$ cat src/rtl/edn_pkg.sv
// edn_pkg: shared EDN endpoint bus width, request/response types and reset constant.
package edn_pkg;
  localparam int unsigned ENDPOINT_BUS_WIDTH = 32;
  typedef struct packed {
    logic edn_req;
  } edn_req_t;
  typedef struct packed {
    logic                          edn_ack;
    logic                          edn_fips;
    logic [ENDPOINT_BUS_WIDTH-1:0] edn_bus;
  } edn_rsp_t;
  localparam edn_rsp_t EDN_RSP_DEFAULT = '0;
endpackage

$ cat src/rtl/edn_word_unpacker.sv
// edn_word_unpacker: holds one entropy block and steps through its bus-width words.
module edn_word_unpacker
  import edn_pkg::*;
#(
  parameter int unsigned InWidth  = 128,
  parameter int unsigned BusWidth = ENDPOINT_BUS_WIDTH,
  localparam int unsigned NumWords = InWidth / BusWidth,
  localparam int unsigned IdxW     = NumWords > 1 ? $clog2(NumWords) : 1
) (
  input  logic                clk_i,
  input  logic                rst_ni,
  input  logic                clear_i,
  input  logic                load_i,
  input  logic [InWidth-1:0]  load_data_i,
  input  logic                load_fips_i,
  input  logic                advance_i,
  output logic [BusWidth-1:0] word_o,
  output logic                fips_o,
  output logic                valid_o,
  output logic                last_o
);
  logic [NumWords-1:0][BusWidth-1:0] buf_q, buf_d;
  logic [IdxW-1:0] idx_q, idx_d;
  logic buf_fips_q, buf_fips_d, buf_valid_q, buf_valid_d;
  assign word_o  = buf_q[idx_q];
  assign fips_o  = buf_fips_q;
  assign valid_o = buf_valid_q;
  assign last_o  = idx_q == IdxW'(NumWords - 1);
  // A load only happens when the buffer is empty or its last word is leaving, so load may override advance.
  always_comb begin
    buf_d       = load_i ? load_data_i : buf_q;
    buf_fips_d  = load_i ? load_fips_i : buf_fips_q;
    idx_d       = (clear_i || load_i) ? '0 : advance_i ? (last_o ? '0 : idx_q + 1'b1) : idx_q;
    buf_valid_d = clear_i ? 1'b0 : load_i ? 1'b1 : (advance_i && last_o) ? 1'b0 : buf_valid_q;
  end
  always_ff @(posedge clk_i or negedge rst_ni) begin
    if (!rst_ni) begin
      buf_q       <= '0;
      buf_fips_q  <= 1'b0;
      idx_q       <= '0;
      buf_valid_q <= 1'b0;
    end else begin
      buf_q       <= buf_d;
      buf_fips_q  <= buf_fips_d;
      idx_q       <= idx_d;
      buf_valid_q <= buf_valid_d;
    end
  end
endmodule

$ cat src/rtl/edn_endpoint_rsp.sv
// edn_endpoint_rsp: EDN-side responder of the endpoint req/ack protocol.
// Unpacks wide entropy blocks and serves one bus word per request; the bus holds between acks.
module edn_endpoint_rsp
  import edn_pkg::*;
#(
  parameter int unsigned InWidth  = 128,
  parameter int unsigned BusWidth = ENDPOINT_BUS_WIDTH,
  parameter int unsigned CntW     = 16
) (
  input  logic               clk_i,
  input  logic               rst_ni,
  input  logic               enable_i,
  input  logic               gen_valid_i,
  output logic               gen_ready_o,
  input  logic [InWidth-1:0] gen_bits_i,
  input  logic               gen_fips_i,
  input  edn_req_t           edn_i,
  output edn_rsp_t           edn_o,
  output logic               empty_o,
  output logic [CntW-1:0]    served_cnt_o
);
  if (InWidth % BusWidth != 0 || InWidth < BusWidth) begin : g_bad_width
    $error("InWidth must be a nonzero multiple of BusWidth");
  end
  edn_rsp_t rsp_q, rsp_d;
  logic [CntW-1:0] cnt_q, cnt_d;
  logic [BusWidth-1:0] word;
  logic word_fips, buf_valid, last, serve, load;
  // The ~ack guard forces at least two cycles between acks so a slow consumer sees each edge.
  assign serve        = enable_i & edn_i.edn_req & buf_valid & ~rsp_q.edn_ack;
  assign gen_ready_o  = enable_i & (~buf_valid | (serve & last));
  assign load         = gen_valid_i & gen_ready_o;
  assign empty_o      = ~buf_valid;
  assign edn_o        = rsp_q;
  assign served_cnt_o = cnt_q;
  edn_word_unpacker #(
    .InWidth (InWidth),
    .BusWidth(BusWidth)
  ) u_unpacker (
    .clk_i      (clk_i),
    .rst_ni     (rst_ni),
    .clear_i    (~enable_i),
    .load_i     (load),
    .load_data_i(gen_bits_i),
    .load_fips_i(gen_fips_i),
    .advance_i  (serve),
    .word_o     (word),
    .fips_o     (word_fips),
    .valid_o    (buf_valid),
    .last_o     (last)
  );
  always_comb begin
    rsp_d          = rsp_q;
    rsp_d.edn_ack  = serve;
    rsp_d.edn_fips = serve ? word_fips : rsp_q.edn_fips;
    rsp_d.edn_bus  = serve ? word : rsp_q.edn_bus;
    cnt_d          = !enable_i ? '0 : (rsp_q.edn_ack && cnt_q != '1) ? cnt_q + 1'b1 : cnt_q;
  end
  always_ff @(posedge clk_i or negedge rst_ni) begin
    if (!rst_ni) begin
      rsp_q <= EDN_RSP_DEFAULT;
      cnt_q <= '0;
    end else begin
      rsp_q <= rsp_d;
      cnt_q <= cnt_d;
    end
  end
endmodule
$ cat config.mk
export PLATFORM = sky130hd
export DESIGN_NAME = edn_endpoint_rsp
export DESIGN_NICKNAME = d
export VERILOG_FILES = /design/src/rtl/edn_pkg.sv /design/src/rtl/edn_word_unpacker.sv /design/src/rtl/edn_endpoint_rsp.sv
export SDC_FILE = /design/constraint.sdc
export NUM_CORES = 1
export LEC_CHECK = 0
export ABC_CLOCK_PERIOD_IN_PS = 2000
export CAP_MARGIN = 20
export CORE_ASPECT_RATIO = 1.25
export CORE_MARGIN = 3
export CORE_UTILIZATION = 45
export CTS_CLUSTER_DIAMETER = 100
export CTS_CLUSTER_SIZE = 8
export DETAILED_ROUTE_END_ITERATION = 6
export PLACE_DENSITY_LB_ADDON = 0.05
export SLEW_MARGIN = 20
export SYNTH_ARGS = -nofsm -noshare
export SYNTH_HDL_FRONTEND = slang
export SYNTH_SLANG_ARGS = --single-unit
$ cat constraint.sdc
create_clock -name clk_i -period 2 [get_ports clk_i]
set_input_delay 0.4 -clock clk_i [delete_from_list [all_inputs] [get_ports clk_i]]
set_output_delay 0.4 -clock clk_i [all_outputs]
set_load 0.01 [all_outputs]
## Yosys cells after proc, flatten, opt, wreduce, memory -nomap -nowiden

Index checks and enable logic that the tools add are counted.

- Eq/ne operators: 4
- Muxes and demuxes: 10
- $lt $le $gt $ge: 1
- Reductions and logical operators: 4
- $add $sub $neg: 2
- Bitwise gates (word level): 10

Operator list:

| operator | count |
|---|---|
| $bmux W32 S2 | 1 |
| $mux W16 | 2 |
| $mux W32 | 1 |
| $add A16 B1 Y16 const B | 1 |
| $ne A16 B16 Y1 const B | 1 |
| $and A1 B1 Y1 | 6 |
| $mux W2 | 3 |
| $lt A2 B3 Y1 const B | 1 |
| $mux W1 | 3 |
| $ne A3 B1 Y1 const B | 1 |
| $not A1 Y1 | 3 |
| $add A2 B1 Y2 const B | 1 |
| $eq A2 B2 Y1 const B | 1 |
| $logic_and A1 B1 Y1 | 2 |
| $ne A2 B1 Y1 const B | 1 |
| $reduce_bool A2 Y1 | 1 |
| $logic_or A1 B1 Y1 | 1 |
| $or A1 B1 Y1 | 1 |

- Bits in registers: 182
- Word-level logic and storage cells: 42
- Bits of input ports: 134

## Longest topological paths before layout

- Depth after elaboration: 9
- Depth in mapped cells: 7
- Mapped depth without buffers: 5

## Hierarchy

Synthesis repeated with hierarchy kept, for this count alone.

- Cells, all modules: 564
- Area total of the unflattened synthesis: 7985.2 um^2

Modules (own cells, without submodules):

| module | seq. area each (um^2) | area each (um^2) | cells each | times used |
|---|---|---|---|---|
| edn_word_unpacker | 3303.2 | 5758.0 | 324 | 1 |
| edn_endpoint_rsp | 1251.2 | 2227.1 | 240 | 1 |

## Worst setup path before layout

No wires, ideal clock.

- Kind: register -> register
- From: reg u_unpacker.idx_q[0]
- To: reg rsp_q (netlist bit edn_o[10])
- Period minus slack after synthesis: 1.722 ns
- Slack: 0.278 ns
- Data required time: 1.875 ns
- Stages on the path, launching flop included: 5
- Library setup time: 0.125 ns
- Arrival: 1.597 ns
- Buffers on the path: 2
- Path through: dfrtp_1 buf_2 buf_2 mux4_2 mux2_2

- Word-level cells in the longest chain between the ends: 2

RTL lines:

| item | RTL line | RTL |
|---|---|---|
| start: declaration | edn_word_unpacker.sv:23 | `logic [IdxW-1:0] idx_q, idx_d;` |
| start signal: assignment | edn_word_unpacker.sv:45 | `idx_q <= idx_d;` |
| $bmux W32 S2 | edn_word_unpacker.sv:25 | `assign word_o = buf_q[idx_q];` |
| $mux W32 (not written as such) | edn_word_unpacker.sv:25 |  |
| end signal: assignment | edn_endpoint_rsp.sv:64 | `rsp_q <= rsp_d;` |
| end: declaration | edn_endpoint_rsp.sv:25 | `edn_rsp_t rsp_q, rsp_d;` |

No other way between the ends. The select of a mux whose other input is x is not followed.
A chain may end at the register's enable or synchronous reset.

## Final worst setup path

- From: reg u_unpacker.idx_q[0]
- To: reg u_unpacker.buf_q[46] (netlist name)

- Word-level cells in the longest chain between the ends: 5

RTL lines:

| item | RTL line | RTL |
|---|---|---|
| $eq A2 B2 Y1 | edn_word_unpacker.sv:28 | `assign last_o = idx_q == IdxW'(NumWords - 1);` |
| $and A1 B1 Y1 | edn_endpoint_rsp.sv:31 | `assign gen_ready_o = enable_i & (~buf_valid \| (serve & last));` |
| $or A1 B1 Y1 | edn_endpoint_rsp.sv:31 |  |
| $and A1 B1 Y1 | edn_endpoint_rsp.sv:31 |  |
| $and A1 B1 Y1 | edn_endpoint_rsp.sv:32 | `assign load = gen_valid_i & gen_ready_o;` |
| end signal: assignment | edn_word_unpacker.sv:43 | `buf_q <= buf_d;` |
| end: declaration | edn_word_unpacker.sv:22 | `logic [NumWords-1:0][BusWidth-1:0] buf_q, buf_d;` |

No other way between the ends.

==> impl_metrics.csv <==
group,metric,value,unit
outcome,status,"finished clean",
sta,fmax,510,MHz
yosys,synth_area_per_cell,15.6,µm²
yosys,synthArstFlopShare,100,%
floorplan,core,0.0170,mm²
yosys,muxShareOfSynthArea,32.9,%
route,wirelength,17.1,mm
cells_and_area,multi_input_comb_area,0.00319,mm²
grt,grt_pass1_vias,5473,
yosys,synthAdderAreaFrac,0.317,%
place,dp_hpwl,12.3,mm
cts,clkTransAtPathRegs,0.07,ns
cts,insertion_delay,0.42,ns
setup_path,endpoint_kind,"register",
min_path,hold_class,"in -> async",
grt,antenna_found_initial,0,
route,drt-vias-per-instance,5.24,
setup_path,worst_ep_arrival_time,2.26,ns
floorplan,boundaryPins,186,
route,ant_nets,0,
setup_path,rr_startpoint,"u_unpacker.idx_q[0]$_DFFE_PN0P_",
setup_path,critical_path_peak_fanout,20,
floorplan,die_area,0.0192,mm²
sta,post-route-period-util,98.1,%
power,comb_power_share,20.4,%
yosys,synth_top_area_cell,"dfrtp_1",
sta,final_max_slew_viol_count,0,
route,vias,4936,
yosys,synthTopCellsByCount,"dfrtp_1, mux2_1, mux2_2, mux4_2, nand2_1",
cts,cts.sinks,182,
yosys,synth_nets,641,
route,drt_iter0_drc,224,
place,placed_cells,907,
cells_and_area,final_layout_size_suffix_gt1_share,20.4,%
cts,cts_tree,"built",
yosys,synth_seq_area_share,57.7,%
setup_path,r2r_slack,0.04,ns
cells_and_area,regArea,0.00456,mm²
cts,cts-root-buf,"clkbuf_16",
grt,grt_usage,18.9,%
cells_and_area,diodes,0,
sta,hold_ws,0.448,ns
power,p_leak,0.00442,µW
route,wl_per_cell,18.2,µm
cts,cts_max_level,4,
setup_path,cp.required,2.30,ns
power,intPower,7580,µW
sta,setup_viol,0,
cells_and_area,fill_cells,1279,
cells_and_area,area_growth,37.4,%
power,worst_ir_drop_vdd,0.574,mV
yosys,synth-main-ff-cell,"dfrtp_1",
power,power_frac_clock,31.9,%
cts,cts_made_buffers,17,
yosys,syn-cell-area,0.00790,mm²
grt,grt_pass1_wl,28.8,mm
sta,rsz0062_at_grt,"yes",
yosys,synthXorXnorAreaFrac,0,%
sta,relSlewSlack,61.7,%
floorplan,die_h,154,µm
grt,overflow,0,
power,power_frac_seq,47.7,%
sta,hold_violations,0,
route,firstDrtPassIters,4,
sta,fin_skew,0.0101,ns
place,gp_congestion,0.801,
yosys,ys_types,42,
floorplan,start_util,46.3,%
cells_and_area,final_cells,942,
cts,clockBufferDepth,2,
grt,grt_max_degree,54,
yosys,synth_top_area_share,57.7,%
setup_path,cp-startpoint,"u_unpacker.idx_q[0]$_DFFE_PN0P_",
route,drc_errors,0,
yosys,synth-edff-count,0,
job,cap_violations,0,
cells_and_area,layout.nets,845,
yosys,synth_warnings,0,
setup_path,start_kind,"register",
yosys,synthSimpleGateAreaFrac,4.56,%
yosys,yosys.cell_count.top_type,"dfrtp_1",
sta,setup_tns,0,ns
yosys,syn_inst,505,
yosys,synth_compound_area_share,2.25,%
power,power.density,933,mW/mm²
sta,period_minus_slack,1.96,ns
floorplan,chipWidth,124,µm
setup_path,crit_type,"reg -> reg",
sta,worstMarginPinSlew,0.574,ns
yosys,ys_seq_elements,182,
place,io_buffers,185,
power,swShare,25.1,%
yosys,ys_top_cells_by_area,"dfrtp_1, mux2_1, mux4_2, mux2_2, buf_4",
power,p_sw,2540,µW
floorplan,fp-row-count,53,
yosys,synth_top_family_by_area,"multiplexers",
state kept, by name, indices dropped and copies added, names as in the netlist:
signal and flops:
edn_o 34, u_unpacker.buf_q 128, u_unpacker.idx_q 2, u_unpacker.fips_o 1, u_unpacker.valid_o 1, served_cnt_o 16
layout by cell type (no fill, tap or decap), types with 2 or more instances in the layout:
| master | instances |
|---|---|
| mux2_4 | 3 |
| clkdlybuf4s50_1 | 183 |
| clkinv_4 | 3 |
| nor2_1 | 2 |
| a21oi_1 | 4 |
| nor3b_1 | 2 |
| nand3_1 | 6 |
| inv_6 | 5 |
| nor4_1 | 2 |
| nor2b_1 | 2 |
| a31oi_1 | 4 |
| nand2_1 | 23 |
| o21ai_0 | 5 |
| nand2b_1 | 5 |
| inv_2 | 3 |
| a21boi_1 | 3 |
| dfrtp_1 | 180 |
| o21a_1 | 3 |
| nor4_2 | 2 |
| mux2_1 | 119 |
| or3_1 | 4 |
| dfrtp_2 | 2 |
| buf_4 | 16 |
| mux2i_1 | 6 |
| mux2_2 | 39 |
| nor4b_1 | 2 |
| buf_12 | 13 |
| nand4_1 | 6 |
| inv_8 | 2 |
| clkinvlp_4 | 2 |
| clkbuf_16 | 17 |
| mux4_2 | 32 |
per-layer routing:
layer	vias up	GRT usage [%]	share of wire [%]
li1	2270	-	-
met1	2533	23.0	41
met2	118	32.9	52
met3	15	5.46	6.1
met4	0	5.43	1.2
met5	-	0	0
per-stage QoR:
stage                     total power, µW  utilization, %  instance area, µm²  setup slack, ns
final                               10100            63.6               10800           0.0374
after CTS                           10300            63.6               10800           0.0251
after floorplan                      5800               -                7900            0.278
after global routing                10700            63.6               10800          -0.0439
after global placement               6900            60.0               10200           -0.154
after detailed placement             7000            60.0               10200           -0.147
logic make-up (layout without fill, tap and decap cells):
kind of cell               after synthesis  count (layout)
and+or+nand+nor                         63              63
muxes                                  199             199
AOI/OAI and AO/OA                       26              26
DFF                                    182             182
buffers and inverters                   33             250
adders and majority gates                2               2
power groups by stage:
stage / registers [µW] / logic [µW] / clock network, µW
after floorplan: 4900 / 896 / 0
after global placement: 4860 / 2030 / 0
after detailed placement: 4910 / 2090 / 0
after CTS: 4840 / 2100 / 3320
after global routing: 4940 / 2250 / 3500
final: 4820 / 2060 / 3230
final timing paths:
kind	depth (start not counted)	to
max	7	u_unpacker.buf_q[46]$_DFFE_PN0P_
min	2	served_cnt_o[11]$_DFFE_PN0P_
max reg2reg	7	u_unpacker.buf_q[46]$_DFFE_PN0P_
min reg2reg	2	edn_o[32]$_DFFE_PN0P_
max in group asynchronous	3	u_unpacker.buf_q[101]$_DFFE_PN0P_
min in group clk_i	2	edn_o[32]$_DFFE_PN0P_
critical path: stages, from the launching register on:
cell and delay, ns:
dfrtp_2 0.42, ha_4 0.17, and3b_2 0.20, buf_4 0.14, o211ai_4 0.18, buf_12 0.20, buf_12 0.18, mux2_1 0.35
area by class of cell:
type / instances / area share [%]
repair buffers: 215 / 20.6
clock inverters: 14 / 1.32
inverters: 3 / 0.104
well taps: 220 / 2.54
multi-input cells: 290 / 29.4
flip-flops and latches: 182 / 42.0
clock buffers: 18 / 3.96
what timing repair did:
| item | 4_1_cts | 5_1_grt |
|---|---|---|
| setup endpoints to repair | 1 | 78 |
| pin swaps | 1 | 0 |
| gates resized for setup | 7 | 4 |
| hold buffers | 1 | 0 |
| endpoints found under the hold margin | 31 | 0 |
| buffers inserted | 2 | 0 |
No activity file was read; power rests on OpenSTA's default activity.
